## src/rtl/nco_pkg.sv

```systemverilog
// Shared constants and helpers for the NCO phase generator and its sine/cosine ROM.
// Holds the dither LFSR definition and the width-legality check.
package nco_pkg;

   localparam int          LFSR_WIDTH = 32;
   // x^32 + x^22 + x^2 + x + 1 in right-shifting Galois form
   localparam logic [31:0] LFSR_TAPS  = 32'h8020_0003;
   localparam logic [31:0] LFSR_SEED  = 32'h0000_0001;

   function automatic logic [31:0] lfsr_next(input logic [31:0] state);
      logic [31:0] next_s;
      next_s = {1'b0, state[31:1]};
      if (state[0]) begin
         next_s = next_s ^ LFSR_TAPS;
      end else begin
         next_s = next_s;
      end
      return next_s;
   endfunction

   function automatic logic nco_params_ok(input int acc_width, input int width,
                                          input int dither_width);
      return (width >= 1) && (width <= acc_width) && (dither_width >= 0) &&
             (dither_width <= acc_width - width) && (dither_width <= LFSR_WIDTH);
   endfunction

endpackage

```

## src/rtl/nco_lfsr.sv

```systemverilog
// Enable-gated 32-bit Galois LFSR supplying the low dither bits of the phase sum.
module nco_lfsr
   import nco_pkg::*;
#(
   parameter int DITHER_WIDTH = 4
) (
   input  logic                    clk,
   input  logic                    reset,
   input  logic                    clkena,
   output logic [DITHER_WIDTH-1:0] dither
);

   logic [LFSR_WIDTH-1:0] state_r;

   always_ff @(posedge clk) begin
      if (reset) begin
         state_r <= LFSR_SEED;
      end else if (clkena) begin
         state_r <= lfsr_next(state_r);
      end else begin
         state_r <= state_r;
      end
   end

   assign dither = state_r[DITHER_WIDTH-1:0];

endmodule

```

## src/rtl/nco_phase_acc.sv

```systemverilog
// Phase accumulator feeding rom_sin_cos: acc -> (offset + dither) sum -> truncated arg,
// all stages gated by the ROM's clkena; wrap travels alongside the sample it belongs to.
module nco_phase_acc
   import nco_pkg::*;
#(
   parameter int ACC_WIDTH    = 32,
   parameter int WIDTH        = 16,
   parameter int DITHER_WIDTH = 0
) (
   input  logic                 clk,
   input  logic                 reset,
   input  logic                 clkena,
   input  logic                 freq_wr,
   input  logic [ACC_WIDTH-1:0] freq,
   input  logic                 phase_wr,
   input  logic [ACC_WIDTH-1:0] phase,
   input  logic                 sync,
   output logic [WIDTH-1:0]     arg,
   output logic                 wrap
);

   if (!nco_params_ok(ACC_WIDTH, WIDTH, DITHER_WIDTH)) begin : g_param_err
      $error("nco_phase_acc: need WIDTH <= ACC_WIDTH and DITHER_WIDTH <= ACC_WIDTH-WIDTH");
   end

   logic [ACC_WIDTH-1:0] freq_r;
   logic [ACC_WIDTH-1:0] phase_r;
   logic [ACC_WIDTH-1:0] acc_r;
   logic                 carry_r;
   logic                 sync_pend_r;
   logic [WIDTH-1:0]     sum_r;
   logic                 carry_d_r;
   logic [WIDTH-1:0]     arg_r;
   logic                 wrap_r;

   logic [ACC_WIDTH-1:0] dither_s;
   logic [ACC_WIDTH:0]   acc_next_s;
   logic [ACC_WIDTH-1:0] tap_s;
   logic [WIDTH-1:0]     tap_top_s;

   if (DITHER_WIDTH > 0) begin : g_dither
      logic [DITHER_WIDTH-1:0] lfsr_bits_s;

      nco_lfsr #(
         .DITHER_WIDTH(DITHER_WIDTH)
      ) u_lfsr (
         .clk    (clk),
         .reset  (reset),
         .clkena (clkena),
         .dither (lfsr_bits_s)
      );

      assign dither_s = ACC_WIDTH'(lfsr_bits_s);
   end else begin : g_no_dither
      assign dither_s = {ACC_WIDTH{1'b0}};
   end

   assign acc_next_s = {1'b0, acc_r} + {1'b0, freq_r};
   assign tap_s      = acc_r + phase_r + dither_s;
   // only the top WIDTH bits of the sum ever reach the ROM
   assign tap_top_s  = WIDTH'(tap_s >> (ACC_WIDTH - WIDTH));

   always_ff @(posedge clk) begin
      if (reset) begin
         freq_r  <= {ACC_WIDTH{1'b0}};
         phase_r <= {ACC_WIDTH{1'b0}};
      end else begin
         if (freq_wr) begin
            freq_r <= freq;
         end else begin
            freq_r <= freq_r;
         end
         if (phase_wr) begin
            phase_r <= phase;
         end else begin
            phase_r <= phase_r;
         end
      end
   end

   // A sync seen while disabled is parked in sync_pend_r until the next enabled edge.
   always_ff @(posedge clk) begin
      if (reset) begin
         acc_r       <= {ACC_WIDTH{1'b0}};
         carry_r     <= 1'b0;
         sync_pend_r <= 1'b0;
      end else if (clkena) begin
         if (sync || sync_pend_r) begin
            acc_r       <= {ACC_WIDTH{1'b0}};
            carry_r     <= 1'b0;
            sync_pend_r <= 1'b0;
         end else begin
            {carry_r, acc_r} <= acc_next_s;
            sync_pend_r      <= 1'b0;
         end
      end else begin
         if (sync) begin
            sync_pend_r <= 1'b1;
         end else begin
            sync_pend_r <= sync_pend_r;
         end
      end
   end

   always_ff @(posedge clk) begin
      if (reset) begin
         sum_r     <= {WIDTH{1'b0}};
         carry_d_r <= 1'b0;
         arg_r     <= {WIDTH{1'b0}};
         wrap_r    <= 1'b0;
      end else if (clkena) begin
         sum_r     <= tap_top_s;
         carry_d_r <= carry_r;
         arg_r     <= sum_r;
         wrap_r    <= carry_d_r;
      end else begin
         sum_r     <= sum_r;
         carry_d_r <= carry_d_r;
         arg_r     <= arg_r;
         wrap_r    <= wrap_r;
      end
   end

   assign arg  = arg_r;
   assign wrap = wrap_r;

endmodule

```

## config.mk

```make
export PLATFORM = sky130hd
export DESIGN_NAME = nco_phase_acc
export DESIGN_NICKNAME = d
export VERILOG_FILES = /design/src/rtl/nco_pkg.sv /design/src/rtl/nco_lfsr.sv /design/src/rtl/nco_phase_acc.sv
export SDC_FILE = /design/constraint.sdc
export NUM_CORES = 1
export LEC_CHECK = 0
export BUFFER_PORTS_ARGS = -buffer_cell sky130_fd_sc_hd__buf_2
export CORE_MARGIN = 2
export CORE_UTILIZATION = 30
export DETAILED_ROUTE_END_ITERATION = 7
export GPL_ROUTABILITY_DRIVEN = 0
export GPL_TIMING_DRIVEN = 0
export SYNTH_ARGS = -nofsm -noshare
export SYNTH_HDL_FRONTEND = slang
export SYNTH_SLANG_ARGS = --single-unit
```

## constraint.sdc

```tcl
create_clock -name clk -period 2.6 [get_ports clk]
set_input_delay 0.13 -clock clk [delete_from_list [all_inputs] [get_ports clk]]
set_output_delay 0.13 -clock clk [all_outputs]
set_load 0.05 [all_outputs]
```

==> impl_table.tex <==
\begin{tabular}{lr}
\hline
Metric & Value \\
\hline
\multicolumn{2}{l}{\textbf{Pwr}} \\
\quad Leakage power summed over all cells & 0.00435 uW \\
\quad P\_int & 4060 uW \\
\quad Switching power & 1310 uW \\
\quad Switching Share & 24.5\% \\
\quad Worst ir drop on vdd & 0.298 mV \\
\quad Clk pwr share & 46.3\% \\
\quad Fraction of power consumed by combinational cells & 13.0\% \\
\quad Cell Pwr Density & 540 nW/um2 \\
\quad Power share of the sequential group & 40.7\% \\
\quad Final Power & 5370 uW \\
\multicolumn{2}{l}{\textbf{Critical path}} \\
\quad Critical path startpoint category & register \\
\quad Top fanout value on the critical path & 3 \\
\quad Reg-to-Reg End & acc\_r[30]\$\_SDFFE\_PP0P\_ \\
\quad Reg2reg start & freq\_r[0]\$\_SDFFE\_PP0P\_ \\
\quad Largest stage delay, worst path & 0.42 ns \\
\quad Worst-path cell chain & ha\_4, inv\_2, fa\_2, nor2b\_1, o21a\_1, o21ai\_2, a21oi\_2, a221o\_1, a21boi\_4, o211a\_1, or4\_4, nand3\_2 \\
\quad Type of destination of the critical path & register \\
\quad Endpoint required time on the critical path & 2.97 ns \\
\quad Worst reg2reg path depth & 12 \\
\quad Critical Path Slowest Stage Cell & sky130\_fd\_sc\_hd\_\_or4\_4 \\
\quad Arrival time worst endpoint & 3.01 ns \\
\quad Classification of the worst setup path & register to register \\
\quad Worst reg-to-reg setup slack & -0.04 ns \\
\multicolumn{2}{l}{\textbf{Route}} \\
\quad Final antenna-violating net count & 0 \\
\quad DRT iter0 DRCs & 455 \\
\quad Vias per cell & 4.91 \\
\quad Final routed wire length divided by cell count & 15.7 um \\
\quad Length of the first detailed-routing pass in iterations & 5 \\
\quad Total Wirelength & 21.4 mm \\
\quad Total number of vias & 6,696 \\
\quad Number of DRC violations after detailed routing & 0 \\
\multicolumn{2}{l}{\textbf{Yosys}} \\
\quad Most frequent cell after synthesis & sky130\_fd\_sc\_hd\_\_dfxtp\_1 \\
\quad Top\_reg\_cell synth & sky130\_fd\_sc\_hd\_\_dfxtp\_1 \\
\quad Area contributors post-synth & sky130\_fd\_sc\_hd\_\_dfxtp\_1 (36\%), sky130\_fd\_sc\_hd\_\_mux2i\_1 (12\%), sky130\_fd\_sc\_hd\_\_ha\_1 (11\%), sky130\_fd\_sc\_hd\_\_nor2\_1 (5.9\%), sky130\_fd\_sc\_hd\_\_o21ai\_0 (4.4\%) \\
\quad Number of instances in the synthesized netlist & 848 \\
\quad Yosys synthesis warning count & 0 \\
\quad Count of cell types in the netlist & 53 \\
\quad Most frequent cells after synthesis & sky130\_fd\_sc\_hd\_\_dfxtp\_1 (132), sky130\_fd\_sc\_hd\_\_nor2\_1 (114), sky130\_fd\_sc\_hd\_\_mux2i\_1 (85) \\
\quad Syn Nets & 981 \\
\quad Number of enable flip-flop cells after synthesis & 0 \\
\quad Library cell occupying the most area in the post-synthesis netlist & sky130\_fd\_sc\_hd\_\_dfxtp\_1 \\
\quad Synthesis-stage register bit count & 132 \\
\quad Synthesized area per cell & 8.62 um2 \\
\quad Async S/R FF share, synth & 0\% \\
\quad Yosys top cell area share & 36.1\% \\
\quad Synth Cell Area & 7310 um2 \\
\quad Sequential element share of the synthesized area & 36.1\% \\
\multicolumn{2}{l}{\textbf{Run status}} \\
\quad Run status & finished, violations left \\
\quad Failing checks & setup timing \\
\multicolumn{2}{l}{\textbf{Floorplan}} \\
\quad DIE WIDTH & 160 um \\
\quad Area enclosed by the die boundary & 25,600 um2 \\
\quad Rows & 57 \\
\quad Height of the die & 160 um \\
\quad Count of boundary I/O pins & 87 \\
\quad Floorplan Core Area & 24,100 um2 \\
\quad Initial Utilization & 30.3\% \\
\multicolumn{2}{l}{\textbf{STA}} \\
\quad Final number of setup-violating endpoints & 2 \\
\quad Max Clk Rate & 378 MHz \\
\quad Tcrit/Tclk final & 102\% \\
\quad Total negative slack & -0.0619 ns \\
\quad Final Hold Fails & 0 \\
\quad Final Skew & 0.0254 ns \\
\quad Headroom to the max-slew limit & 22.4\% \\
\quad Final worst setup slack & -0.0425 ns \\
\quad Slew Limit Fails & 0 \\
\quad Final min period & 2.64 ns \\
\quad Worst hold margin & 0.0326 ns \\
\quad Actual transition at the worst max-transition pin & 1.16 ns \\
\quad Unrepaired setup endpoints after global routing & true \\
\multicolumn{2}{l}{\textbf{Min path}} \\
\quad Hold path startpoint & sync \\
\quad Endpoint of the worst hold-timing path & sync\_pend\_r\$\_SDFFE\_PP0P\_ \\
\quad Hold Path Class & primary input to register \\
\quad Count of cells along the worst hold path & 3 \\
\multicolumn{2}{l}{\textbf{Finish}} \\
\quad Number of diodes & 0 \\
\quad Area growth from synthesis to final layout & 36.1\% \\
\quad Fraction of layout instances using a drive strength above 1 & 20.1\% \\
\quad Number of nets at the end of the flow & 1,160 \\
\multicolumn{2}{l}{\textbf{Clock tree}} \\
\quad CTS tree & built \\
\quad Max Buffers Root-to-Sink & 2 \\
\quad CTS buffer count & 17 \\
\quad CTS H-tree depth & 4 \\
\quad Worst-path clk slew & 0.06 ns \\
\quad Number of sinks on the clock net & 132 \\
\quad CTS Root Cell & sky130\_fd\_sc\_hd\_\_clkbuf\_16 \\
\quad Latest clock arrival within the worst-skew pair & 0.43 ns \\
\multicolumn{2}{l}{\textbf{Global routing}} \\
\quad Global-route wire length before repair & 34.0 mm \\
\quad GRT Util Overall & 16.7\% \\
\quad Pin count of the biggest net entering global routing & 17 \\
\quad Via count of the first global-routing pass & 6,647 \\
\quad Grt ovf & 0 \\
\quad Initial antenna violation count & 0 \\
\multicolumn{2}{l}{\textbf{Place}} \\
\quad Placement Setup Slack & -0.388 ns \\
\quad IO buf count & 82 \\
\quad Sum of net half-perimeters after detailed placement & 15.7 mm \\
\multicolumn{2}{l}{\textbf{Run}} \\
\quad Number of max-cap violations & 0 \\
\hline
\end{tabular}
## sequential cells by signal, indices dropped and copies added, names as in the netlist
register	cells
phase_r	32
carry_d_r	1
carry_r	1
wrap	1
acc_r	32
sync_pend_r	1
arg	16
sum_r	16
freq_r	32
## per-layer routing
metal	up-vias	GRT usage (%)	part of all wire, %
met5	-	0	0
li1	3392	-	-
met3	46	3.53	4.4
met1	3058	20.2	45
met2	200	28.1	46
met4	0	8.56	4.0
## worst max-delay path: cells and delay by family, from the launching register on
kind / cells / cell delay (ns)
DFF: 1 / 0.35
and+or+nand+nor: 3 / 0.61
AOI/OAI and AO/OA: 6 / 1.07
buffers and inverters: 1 / 0.04
adders and majority gates: 2 / 0.49
## cell type report
type                    instances  area, um2
inverters                      28        105
clock inverters                10        156
clock buffers                  21        450
repair buffers                166       1200
plain buffers                  34        128
well taps                     324        405
fillers                      2381      14200
flip-flops and latches        132       2680
multi-input cells             648       4820
## power by group through the flow
stage / Sequential (uW) / Combinational, uW / Clock (uW)
2_1_floorplan: 2220 / 383 / 0
3_3_place_gp: 2220 / 559 / 0
3_5_place_dp: 2220 / 567 / 0
4_1_cts: 2190 / 667 / 2540
5_1_grt: 2190 / 768 / 2630
6_report: 2180 / 700 / 2490
## logic make-up after synthesis
family	Yosys count	share of synthesized area (%)
xor gates and xnor gates	37	4.43
muxes	85	11.6
and+or+nand+nor	247	14.7
AOI/OAI and AO/OA	216	18.7
buffers and inverters	68	3.49
adders and majority gates	63	10.9
DFF	132	36.1
## how the worst max path moves through the flow
stage,startpoint,end,cells after the start
2_1_floorplan,acc_r[0]$_SDFFE_PP0P_,acc_r[30]$_SDFFE_PP0P_,12
3_3_place_gp,acc_r[0]$_SDFFE_PP0P_,acc_r[30]$_SDFFE_PP0P_,12
3_5_place_dp,acc_r[0]$_SDFFE_PP0P_,acc_r[30]$_SDFFE_PP0P_,12
4_1_cts,acc_r[0]$_SDFFE_PP0P_,acc_r[30]$_SDFFE_PP0P_,12
5_1_grt,freq_r[0]$_SDFFE_PP0P_,acc_r[30]$_SDFFE_PP0P_,12
6_report,freq_r[0]$_SDFFE_PP0P_,acc_r[30]$_SDFFE_PP0P_,12
## through the flow
stage	area (um2)	std cells	util (%)
after floorplan	7320	848	-
after global placement	8130	1254	33.7
after detailed placement	8130	1254	33.7
after CTS	9680	1354	40.1
after global routing	9950	1363	41.3
final	9950	1363	41.3
## repair_timing
item                                   4_1_cts  5_1_grt
hold buffers                                64        0
endpoints found under the hold margin       64        0
pin swaps                                   17       33
gates resized for setup                     45       60
setup endpoints to repair                   19       21
setup buffers                                9       11
## layout by cell type (no fill, tap or decap), types with 6 or more instances in the layout
master	instances
sky130_fd_sc_hd__buf_1	7
sky130_fd_sc_hd__nor2_1	113
sky130_fd_sc_hd__o21ai_0	52
sky130_fd_sc_hd__dfxtp_2	17
sky130_fd_sc_hd__a21oi_2	6
sky130_fd_sc_hd__xor2_1	16
sky130_fd_sc_hd__clkbuf_1	30
sky130_fd_sc_hd__buf_2	82
sky130_fd_sc_hd__ha_4	11
sky130_fd_sc_hd__ha_1	49
sky130_fd_sc_hd__dfxtp_1	111
sky130_fd_sc_hd__nor3_1	10
sky130_fd_sc_hd__mux2i_1	85
sky130_fd_sc_hd__o21ai_1	13
sky130_fd_sc_hd__dlygate4sd3_1	64
sky130_fd_sc_hd__clkbuf_16	17
sky130_fd_sc_hd__o31ai_1	6
sky130_fd_sc_hd__o21a_1	6
sky130_fd_sc_hd__nand2_1	67
sky130_fd_sc_hd__or3_1	6
sky130_fd_sc_hd__a21oi_1	42
sky130_fd_sc_hd__buf_4	19
sky130_fd_sc_hd__nand3_1	12
sky130_fd_sc_hd__nand4_1	11
sky130_fd_sc_hd__a21o_1	26
sky130_fd_sc_hd__xnor2_1	20
sky130_fd_sc_hd__inv_1	27
(Power assumes the default switching activity.)
